--- src/rtl/packet_pkg.sv ---
// Shared packet-path types and default sizes for the switch and its port sinks.
// Latency: n/a (declarations only).
// Backpressure: n/a (declarations only).
package packet_pkg;

    // Default payload width of a switch packet.
    localparam int PKT_DATA_W = 8;

    // Default number of entries in a port sink FIFO.
    localparam int SINK_DEPTH = 4;

    // Default width of the sink's delivery counters.
    localparam int SINK_CNT_W = 16;

    // FIFO operation for one cycle, formed as {push, pop}.
    typedef enum logic [1:0] {
        FIFO_IDLE = 2'b00,
        FIFO_POP  = 2'b01,
        FIFO_PUSH = 2'b10,
        FIFO_BOTH = 2'b11
    } fifo_op_e;

endpackage

--- src/rtl/sink_fifo.sv ---
// First-word-fall-through FIFO holding one switch port's packets; head valid the cycle after a push into an empty FIFO.
// Latency: 1 cycle from push to head visible; pop takes effect at the same edge.
// Backpressure: none internally; the caller must only push when not full (or full with a pop) and pop when not empty.
module sink_fifo
    import packet_pkg::*;
#(
    parameter int DATA_W = PKT_DATA_W,
    parameter int DEPTH  = SINK_DEPTH
) (
    input  logic                     clk,
    input  logic                     rst_n,
    input  logic                     push_i,
    input  logic [DATA_W-1:0]        push_dat_i,
    input  logic                     pop_i,
    output logic                     full_o,
    output logic                     empty_o,
    output logic [$clog2(DEPTH):0]   level_o,
    output logic [DATA_W-1:0]        head_o
);

    // DEPTH is a power of two and at least 2, so pointers wrap on their own
    // and the level counter needs exactly one bit more than a pointer.
    localparam int AW = $clog2(DEPTH);
    localparam int LW = AW + 1;

    logic [DATA_W-1:0] mem_q [DEPTH];

    logic [AW-1:0] wr_ptr_q, wr_ptr_d;
    logic [AW-1:0] rd_ptr_q, rd_ptr_d;
    logic [LW-1:0] level_q,  level_d;
    logic          full_q,   full_d;
    logic          empty_q,  empty_d;

    fifo_op_e op;

    // Next-state for pointers, level and the registered full/empty flags.
    always_comb begin
        wr_ptr_d = wr_ptr_q;
        rd_ptr_d = rd_ptr_q;
        level_d  = level_q;
        op       = fifo_op_e'({push_i, pop_i});
        case (op)
            FIFO_PUSH: begin
                wr_ptr_d = wr_ptr_q + AW'(1);
                level_d  = level_q + LW'(1);
            end
            FIFO_POP: begin
                rd_ptr_d = rd_ptr_q + AW'(1);
                level_d  = level_q - LW'(1);
            end
            FIFO_BOTH: begin
                // Occupancy unchanged; both ends advance.
                wr_ptr_d = wr_ptr_q + AW'(1);
                rd_ptr_d = rd_ptr_q + AW'(1);
            end
            default: begin
            end
        endcase
        full_d  = (level_d == LW'(DEPTH));
        empty_d = (level_d == '0);
    end

    // Control state; reset empties the FIFO immediately.
    always_ff @(posedge clk or negedge rst_n) begin
        if (!rst_n) begin
            wr_ptr_q <= '0;
            rd_ptr_q <= '0;
            level_q  <= '0;
            full_q   <= 1'b0;
            empty_q  <= 1'b1;
        end else begin
            wr_ptr_q <= wr_ptr_d;
            rd_ptr_q <= rd_ptr_d;
            level_q  <= level_d;
            full_q   <= full_d;
            empty_q  <= empty_d;
        end
    end

    // Payload storage is deliberately not reset; empty_q masks stale entries.
    always_ff @(posedge clk) begin
        if (push_i) begin
            mem_q[wr_ptr_q] <= push_dat_i;
        end
    end

    // Head is read straight from storage and forced to zero while empty so
    // the output is clean out of reset.
    always_comb begin
        head_o = '0;
        if (!empty_q) begin
            head_o = mem_q[rd_ptr_q];
        end
    end

    assign full_o  = full_q;
    assign empty_o = empty_q;
    assign level_o = level_q;

endmodule

--- src/rtl/switch_port_sink.sv ---
// Egress sink for one switch port: buffers packets in a FWFT FIFO and counts accepted/dropped packets.
// Latency: 1 cycle from sw_valid_i to rd_valid_o when the FIFO is empty.
// Backpressure: consumer stalls via rd_ready_i; the switch cannot be stalled, so packets arriving at a full FIFO with no pop are dropped.
module switch_port_sink
    import packet_pkg::*;
#(
    parameter int DATA_W = PKT_DATA_W,
    parameter int DEPTH  = SINK_DEPTH,
    parameter int CNT_W  = SINK_CNT_W
) (
    input  logic                     clk,
    input  logic                     rst_n,
    input  logic                     sw_valid_i,
    input  logic [DATA_W-1:0]        sw_data_i,
    output logic                     rd_valid_o,
    output logic [DATA_W-1:0]        rd_data_o,
    input  logic                     rd_ready_i,
    output logic [$clog2(DEPTH):0]   level_o,
    output logic                     full_o,
    output logic                     empty_o,
    output logic [CNT_W-1:0]         rx_count_o,
    output logic [CNT_W-1:0]         drop_count_o,
    output logic                     overflow_o,
    input  logic                     clear_i
);

    localparam logic [CNT_W-1:0] CNT_MAX = {CNT_W{1'b1}};

    logic fifo_full;
    logic fifo_empty;
    logic pop;
    logic push;
    logic drop;

    logic [CNT_W-1:0] rx_cnt_q,   rx_cnt_d;
    logic [CNT_W-1:0] drop_cnt_q, drop_cnt_d;
    logic             ovf_q,      ovf_d;

    // Accept/drop decision: a full FIFO still accepts when the head leaves
    // in the same cycle, since the freed slot is reused at that edge.
    always_comb begin
        pop  = !fifo_empty && rd_ready_i;
        push = sw_valid_i && (!fifo_full || pop);
        drop = sw_valid_i && fifo_full && !pop;
    end

    sink_fifo #(
        .DATA_W (DATA_W),
        .DEPTH  (DEPTH)
    ) u_fifo (
        .clk        (clk),
        .rst_n      (rst_n),
        .push_i     (push),
        .push_dat_i (sw_data_i),
        .pop_i      (pop),
        .full_o     (fifo_full),
        .empty_o    (fifo_empty),
        .level_o    (level_o),
        .head_o     (rd_data_o)
    );

    // Saturating counters and sticky overflow; clear wins over any increment.
    always_comb begin
        rx_cnt_d   = rx_cnt_q;
        drop_cnt_d = drop_cnt_q;
        ovf_d      = ovf_q;
        if (clear_i) begin
            rx_cnt_d   = '0;
            drop_cnt_d = '0;
            ovf_d      = 1'b0;
        end else begin
            if (push && (rx_cnt_q != CNT_MAX)) begin
                rx_cnt_d = rx_cnt_q + CNT_W'(1);
            end
            if (drop && (drop_cnt_q != CNT_MAX)) begin
                drop_cnt_d = drop_cnt_q + CNT_W'(1);
            end
            if (drop) begin
                ovf_d = 1'b1;
            end
        end
    end

    // Counter and flag registers.
    always_ff @(posedge clk or negedge rst_n) begin
        if (!rst_n) begin
            rx_cnt_q   <= '0;
            drop_cnt_q <= '0;
            ovf_q      <= 1'b0;
        end else begin
            rx_cnt_q   <= rx_cnt_d;
            drop_cnt_q <= drop_cnt_d;
            ovf_q      <= ovf_d;
        end
    end

    assign rd_valid_o   = !fifo_empty;
    assign full_o       = fifo_full;
    assign empty_o      = fifo_empty;
    assign rx_count_o   = rx_cnt_q;
    assign drop_count_o = drop_cnt_q;
    assign overflow_o   = ovf_q;

endmodule

--- config.mk ---
export PLATFORM = sky130hd
export DESIGN_NAME = switch_port_sink
export DESIGN_NICKNAME = d
export VERILOG_FILES = /design/src/rtl/packet_pkg.sv /design/src/rtl/sink_fifo.sv /design/src/rtl/switch_port_sink.sv
export SDC_FILE = /design/constraint.sdc
export NUM_CORES = 1
export LEC_CHECK = 0
export CAP_MARGIN = 25
export CORE_AREA = 2 2 82 84
export DETAILED_ROUTE_END_ITERATION = 16
export DIE_AREA = 0 0 84 86
export PLACE_DENSITY_LB_ADDON = 0.25
export SYNTH_ARGS = -nofsm -noshare
export SYNTH_HDL_FRONTEND = slang
export SYNTH_SLANG_ARGS = --single-unit
--- constraint.sdc ---
create_clock -name clk -period 6.8 [get_ports clk]
set_input_delay 1.36 -clock clk [delete_from_list [all_inputs] [get_ports clk]]
set_output_delay 1.36 -clock clk [all_outputs]
set_load 0.05 [all_outputs]
Word level (Yosys, flattened, before mapping)
Memories as Yosys holds them, arrays and structs flattened.
Index checks and enable logic that the tools add are counted.
Storage, ports and cells
  bits in registers: 42
  memory bits (writable): 32
  input bits: 13
  output and inout port bits: 47
  word-level logic and storage cells: 47
  memories kept: 1
Operators by class
  add/sub/neg operators: 6
  equal/unequal tests: 6
  muxes and demuxes: 10
  reduce and logical (&&, ||, !) cells: 16
Memory list
  u_fifo.mem_q: depth 4, width 8, rd ports 1, clocked after Yosys merged registers in 0, wr ports 1, line sink_fifo.sv:26  | logic [DATA_W-1:0] mem_q [DEPTH];
Operators by type and width (count)
  two-way mux 16 bit: 4
  adder 16 x 1 -> 16 bit, second input constant: 2
  inequality test 16 bit, second input constant: 2
  two-way mux 8 bit: 1
  logical AND 1 bit: 6
  one-hot mux 3 bit (2 select lines): 1
  nonzero test 2 bit: 3
  adder 2 x 1 -> 2 bit, second input constant: 2
  equality test 2 bit, second input constant: 2
  two-way mux 1 bit: 4
  OR reduction 2 bit: 2
  adder 3 x 1 -> 3 bit, second input constant: 1
  equality test 3 bit, second input constant: 1
  logical NOT 1 bit: 3
  logical NOT 3 bit: 1
  subtractor 3 x 1 -> 3 bit, second input constant: 1
  equality test 2 x 1 -> 1 bit, second input constant: 1
  logical OR 1 bit: 1

Logic depth before layout (Yosys ltp)
  word-level depth: 7
  gate-level depth with buffers: 9
  depth with buffers taken out: 8

Hierarchy
Synthesis repeated with hierarchy kept, for this count alone.
Unflattened totals
  cell total of the unflattened synthesis: 325
  area total of the unflattened synthesis: 3821.2 µm²
Modules (own cells, without submodules)
  switch_port_sink: instances 1, cells each 223, area each 2029.4 µm², seq. area each 825.8 µm²
  sink_fifo: instances 1, cells each 102, area each 1791.7 µm², seq. area each 1187.4 µm²

Least setup slack after synthesis
No wires, ideal clock.
  path kind: input -> register
  from: input port rd_ready_i
  to: register u_fifo.full_q (netlist: u_fifo.full_o)
  setup time: 73 ps
  data arrival time: 3231 ps
  required time: 6727 ps
  setup slack: 3496 ps
  cell stages on the path: 8
  path buffers: 1
  path through: nor2b_1 clkbuf_1 o21ai_2 ha_1 fa_1 mux2_2 or2_2 nor2b_1
On the way
  cells in the longest elaborated chain, start to end: 6
  elaborated cells between the ends (all ways): 7
  classes of those cells: eq/ne: 3; mux: 1; reduce/logical: 3
Ends and longest elaborated chain
  start, declared: line switch_port_sink.sv:17  | input logic rd_ready_i,
  logical AND 1 bit (*): line switch_port_sink.sv:42  | pop = !fifo_empty && rd_ready_i;
  logical OR 1 bit: line switch_port_sink.sv:43  | push = sw_valid_i && (!fifo_full || pop);
  logical AND 1 bit: line switch_port_sink.sv:43
  equality test 2 x 1 -> 1 bit or equality test 2 bit (tied branches): line sink_fifo.sv:42  | case (op)
  one-hot mux 3 bit (2 select lines) (*): line sink_fifo.sv:42
  via u_fifo.level_d[1]: line sink_fifo.sv:30  | logic [LW-1:0] level_q, level_d;
  equality test 3 bit (*): line sink_fifo.sv:59  | full_d = (level_d == LW'(DEPTH));
  via u_fifo.full_d: line sink_fifo.sv:31  | logic full_q, full_d;
  end signal, assigned: line sink_fifo.sv:75  | full_q <= full_d;
  end, declared: line sink_fifo.sv:31
Mark *: on every way through the listed nets, which the timed path passes. The rest lies on a longest branch.
A chain may end at the register's enable or synchronous reset.

Worst setup path in the final report
  from: register u_fifo.rd_ptr_q[0]
  to: output port rd_data_o[2]
On the way
  cells in the longest elaborated chain, start to end: 2
Ends and longest elaborated chain
  start, declared: line sink_fifo.sv:29  | logic [AW-1:0] rd_ptr_q, rd_ptr_d;
  start signal, assigned: line sink_fifo.sv:73  | rd_ptr_q <= rd_ptr_d;
  memory read (4 x 8 bit)
  two-way mux 8 bit: line sink_fifo.sv:91  | if (!empty_q) begin
  end, declared: line switch_port_sink.sv:16  | output logic [DATA_W-1:0] rd_data_o,
Every way passes these cells.

==> reports/metrics.yaml <==
status: "finished clean"
clock_sinks: 74
synth_ff_type: "dfrtp_1"
numCtsBuffers: 9
critPathKind: "reg -> out"
io-pin-count: 60
h-tree-depth: 3
stdcell_count: 427
startpoint: "u_fifo.rd_ptr_q[0]"
dpl.hpwl_um: 4601
rsz0062_at_grt: "false"
peakVddDrop_mv: 0.2449
post_cts_buffers: 0
fmax_ghz: 0.2587
min-delay-path-class: "reg -> reg"
endpoint_kind: "primary output"
worst_pin_slew_ns: 0.9091
final_cell_mix: "58 x clkdlybuf4s50_1, 41 x dfrtp_1, 34 x nor2_1"
area_growth_pct: 24.17
path_clk_slew_ns: 0.07
postSynthAreaPerCell_um2: 12.51
r2r-start: "u_fifo.empty_o"
antenna_found_initial: 0
syn_inst: 281
reg2regPathDepth: 7
total_power_mw: 1.413
grt_pass1_vias: 2319
gp_congestion: 0.8094
fin_area_um2: 4364
die_w_um: 84
slew_headroom_pct: 39.40
drt_pass1_iterations: 4
cp.arrival_ns: 2.51
worst_setup_path_endpoint: "rd_data_o[2]"
ys_ff_latch: 74
r2r_slack_ns: 4.29
drv_slew: 0
timing.hold.ws_ns: 0.5084
rows: 29
cp_data_required_time_ns: 5.44
dieArea_um2: 7224
grt_pass1_wl_um: 11030
initial_core_util_pct: 55.99
postRouteAntennaNets: 0
placed_cell_area_um2: 4177
grt_start_max_net_pins: 43
synth-edff-count: 32
period_needed_ns: 3.866
clockBufferDepth: 2
post-route-period-util_pct: 56.85
io_buffers: 59
dp_cells: 411
final_common_cell: "clkdlybuf4s50_1"
via_count: 2361
cts_resized: 0
netlist_area_um2: 3515
cap_violations: 0
ys_async_sr_fraction_pct: 56.76
drcViolationCount: 0
antenna_cells: 0
fillCellCount: 470
fin_worst_skew_ns: 0.007223
cts_tree: "yes"
cts_root_buf: "clkbuf_8"
synth_cell_type_count: 48
yosysSeqAreaShare_pct: 57.28
nNetsFinal: 368
timing.rr.end: "u_fifo.full_o"
die_y_um: 86
drive_gt1_share_pct: 12.57
finalHoldViolations: 0
ys_warn_count: 0
powerDensity_nw_per_um2: 323.8
grt.total_usage_pct: 19.45
routedWlPerCell_um: 15.48
overflow: 0
drt-initial-drc-count: 116
power_leakage_nw: 1.663
wirelength_um: 6611
synth.net_count: 304
fin_setup_tns_ns: 0
insertion_delay_ns: 0.34
path_max_fanout: 10
hold_buffers: 0
viasPerCell: 5.529
start_kind: "flip-flop"
core_area_um2: 6277
finalSetupViolations: 0
[worst min path at each step]
stage                  startpoint                  to  slack, ns  cells past startpoint
2_1_floorplan  u_fifo.wr_ptr_q[0]  u_fifo.wr_ptr_q[0]       0.50                      1
3_3_place_gp           overflow_o          overflow_o       0.49                      2
3_5_place_dp           overflow_o          overflow_o       0.50                      2
4_1_cts                overflow_o          overflow_o       0.51                      2
5_1_grt                overflow_o          overflow_o       0.54                      2
6_report               overflow_o          overflow_o       0.51                      2
[routing by layer]
metal,global-route usage (%),vias up,routed length [um]
met5,0,-,0
met4,8.358,0,100
met3,3.272,10,220
met2,31.20,45,3261
met1,26.59,1160,3029
li1,-,1146,-
[worst max-delay path, stage by stage (launching register included)]
cell and delay (ns):
dfrtp_1 0.73, mux4_2 0.57, and2_1 0.17, clkdlybuf4s50_1 0.70
[state kept, by name, indices dropped and copies added (netlist names)]
name             count
drop_count_o        16
overflow_o           1
rx_count_o          16
u_fifo.empty_o       1
u_fifo.full_o        1
u_fifo.level_o       3
u_fifo.mem_q        32
u_fifo.rd_ptr_q      2
u_fifo.wr_ptr_q      2
[synthesized netlist by cell type, types with 2 or more instances]
cell	instances	area [um^2]
a211oi_1	6	45.04
a21oi_1	7	35.03
a21oi_2	2	17.52
a31o_2	3	26.28
and2_1	14	87.58
and3_1	2	12.51
and4_1	3	26.28
clkbuf_1	6	22.52
dfrtp_1	41	1026
edfxtp_1	32	960.9
ha_1	9	112.6
inv_1	10	37.54
mux2_2	5	56.30
mux2i_1	6	60.06
mux4_2	8	180.2
nand2_1	10	37.54
nand2b_1	4	25.02
nand3_1	9	45.04
nand4_1	6	37.54
nor2_1	34	127.6
nor2b_1	6	37.54
nor3_1	6	30.03
nor4_1	4	25.02
o21ai_0	3	15.01
or3_1	3	18.77
or4_1	2	15.01
xnor2_1	18	157.7
xor2_1	2	17.52
[metrics by stage]
stage / setup WS, ns / utilization (%)
after floorplan: 3.496 / -
after global placement: 2.919 / 66.53
after detailed placement: 2.805 / 66.53
after CTS: 2.853 / 69.52
after global routing: 2.796 / 69.52
final: 2.934 / 69.52
[layout make-up]
class | instances | area [um^2] | share of cell area [%]
clock inverters | 5 | 56.30 | 1.290
inverters | 11 | 41.29 | 0.9461
multi-input cells | 189 | 1433 | 32.83
repair buffers | 60 | 593.1 | 13.59
flip-flops and latches | 74 | 2013 | 46.13
clock buffers | 11 | 131.4 | 3.010
well taps | 77 | 96.34 | 2.208
[cell families (layout without fill, tap and decap cells)]
family / count (synthesis) / count (layout) / share of synthesized area [%]
buf+inv: 18 / 87 / 1.958
flops: 74 / 74 / 57.28
xor+xnor: 20 / 20 / 4.984
simple gates: 112 / 112 / 17.76
compound gates: 27 / 27 / 5.376
fa+ha+maj: 10 / 10 / 3.774
mux: 20 / 20 / 8.864
[where the power goes]
part / internal (mW) / total [mW] / leakage (nW) / switching [mW]
combinational: 0.201 / 0.493 / 0.711 / 0.291
sequential: 0.537 / 0.596 / 0.859 / 0.0593
clock: 0.169 / 0.324 / 0.0933 / 0.155
total: 0.908 / 1.41 / 1.66 / 0.506
Note: power is estimated with default switching activity, not from simulation.
==> edit, RTL diff (same flow settings) <==
Set the package constant `SINK_DEPTH` to 2 (it was 4).
--- a/src/rtl/packet_pkg.sv
+++ b/src/rtl/packet_pkg.sv
@@ -8,5 +8,5 @@
 
     // Default number of entries in a port sink FIFO.
-    localparam int SINK_DEPTH = 4;
+    localparam int SINK_DEPTH = 2;
 
     // Default width of the sink's delivery counters.
Interface: changed (resized level_o); port bits go from 60 to 59. The function was not compared with the original's and may differ.
==> edit against the unedited design <==
Maximum frequency grew 15%. Sequential cell count is 19 lower. Via count decreased by 16%. Highest routed layer unchanged. Worst setup slack better by 0.50 ns. Largest power group unchanged. Critical path type unchanged. Area after synthesis is 24% lower. Cell area shrank 22%. Clock power down 34%. Total power decreased by 29%. Routed wire length is 18% lower.
==> edit: results (changes against the unedited design) <==
* Worst VDD drop at 194 uV (-21%)
* Register area share after synthesis at 0.546 (-0.0269)
* Number of synthesized flops with an enable pin at 16 (-50%)
* Largest net degree at the start of global routing at 40 (-7.0%)
* Filler Cell Count at 568 (+21%)
* FFs w/ async S/R, synth at 0.709 (+0.142)
* CTS H-Tree Depth at 2 (-1)
* WHS Endpoint: u_fifo.wr_ptr_q
* Reg-to-Reg Start: rx_count_o[0]
* Post-synthesis compound-gate area fraction at 0.0740 (+0.0203)
* Total track usage at 0.157 (-0.0379)
* Total CTS buffers at 5 (-4)
* Status: complete, no violations
* Worst slew pin tran at 0.876 ns (-0.0332 ns)
* Commonest cells post-synth: nor2_1 (50), dfrtp_1 (38), xnor2_1 (20)
* Place WS at 3.40 ns (+0.600 ns)
* Hold_sp: u_fifo.wr_ptr_q
* Clk_lat worst skew at 0.31 ns (-0.03 ns)
* First-pass GRT wire length at 9.11 mm (-17%)
* DP HPWL at 3.86 mm (-16%)
* Syn_nets at 260 (-14%)
* Cells on worst reg2reg path at 6 (-1)
* Number of global-route vias before repair at 1972 (-15%)
* Hold path cells at 1 (-1)
* Routability congestion estimate at 0.825 (+1.9%)
* CP Data Arrival Time at 2.01 ns (-0.50 ns)
* Top cells by area, synth: dfrtp_1 (36%), edfxtp_1 (18%), nor2_1 (7.0%)
* Clk pin slew, worst setup/hold paths at 0.09 ns (+0.02 ns)
* Synth Area in Adders at 0.00937 (-0.0284)
* Synth Area in XOR/XNOR at 0.0853 (+0.0354)
* Synth cell types at 46 (-4.2%)
edit: worst max path at each step:
stage,depth (start not counted),startpoint,end,slack [ns]
6_report,3,u_fifo.rd_ptr_q,rd_data_o[5],3.43
5_1_grt,3,u_fifo.rd_ptr_q,rd_data_o[6],3.29
2_1_floorplan,3,u_fifo.rd_ptr_q,rd_data_o[0],3.94
3_3_place_gp,4,rd_ready_i,u_fifo.mem_q[1][0],3.44
4_1_cts,3,u_fifo.rd_ptr_q,rd_data_o[7],3.39
3_5_place_dp,4,rd_ready_i,u_fifo.mem_q[1][0],3.40
edit: cell type report:
class / count / area (um^2) / share of cell area
clock buffer: 6 / 72.6 / 0.0212
clock inverter: 2 / 37.5 / 0.0110
inverter: 9 / 33.8 / 0.00988
multi-input combinational: 173 / 1140 / 0.333
sequential: 55 / 1460 / 0.426
tap: 77 / 96.3 / 0.0282
timing repair buffer: 59 / 583 / 0.171
edit: per-stage QoR:
step                      hold slack (ns)  instance area [um^2]   util  instances
final                               0.495                  3420  0.545        381
after global routing                0.528                  3420  0.545        381
after CTS                           0.502                  3420  0.545        381
after detailed placement            0.484                  3310  0.527        373
after global placement              0.485                  3310  0.527        373
after floorplan                     0.468                  2670      -        245
edit: worst register-to-register path, stage by stage, from the launching register on:
cell,delay [ns]
dfrtp_1,0.40
ha_1,0.23
nand3_1,0.17
nor4_4,0.51
a21oi_2,0.18
nand3_1,0.12
mux2_2,0.33
edit: per-layer routing:
metal | global-route usage | wire (um) | vias to the layer above
li1 | - | - | 973
met1 | 0.197 | 2390 | 963
met2 | 0.266 | 2720 | 36
met3 | 0.0414 | 206 | 7
met4 | 0.0484 | 80 | 0
met5 | 0 | 0 | -
edit: cell families after synthesis:
family / Yosys count
fa+ha+maj: 2
flops: 55
compound gates: 27
buf+inv: 17
simple gates: 105
xor+xnor: 26
mux: 13
edit: where the power goes:
part / internal [mW] / switching [mW] / total (mW)
registers: 0.389 / 0.0424 / 0.431
clock network: 0.110 / 0.103 / 0.213
logic: 0.125 / 0.234 / 0.359
total: 0.624 / 0.380 / 1.00
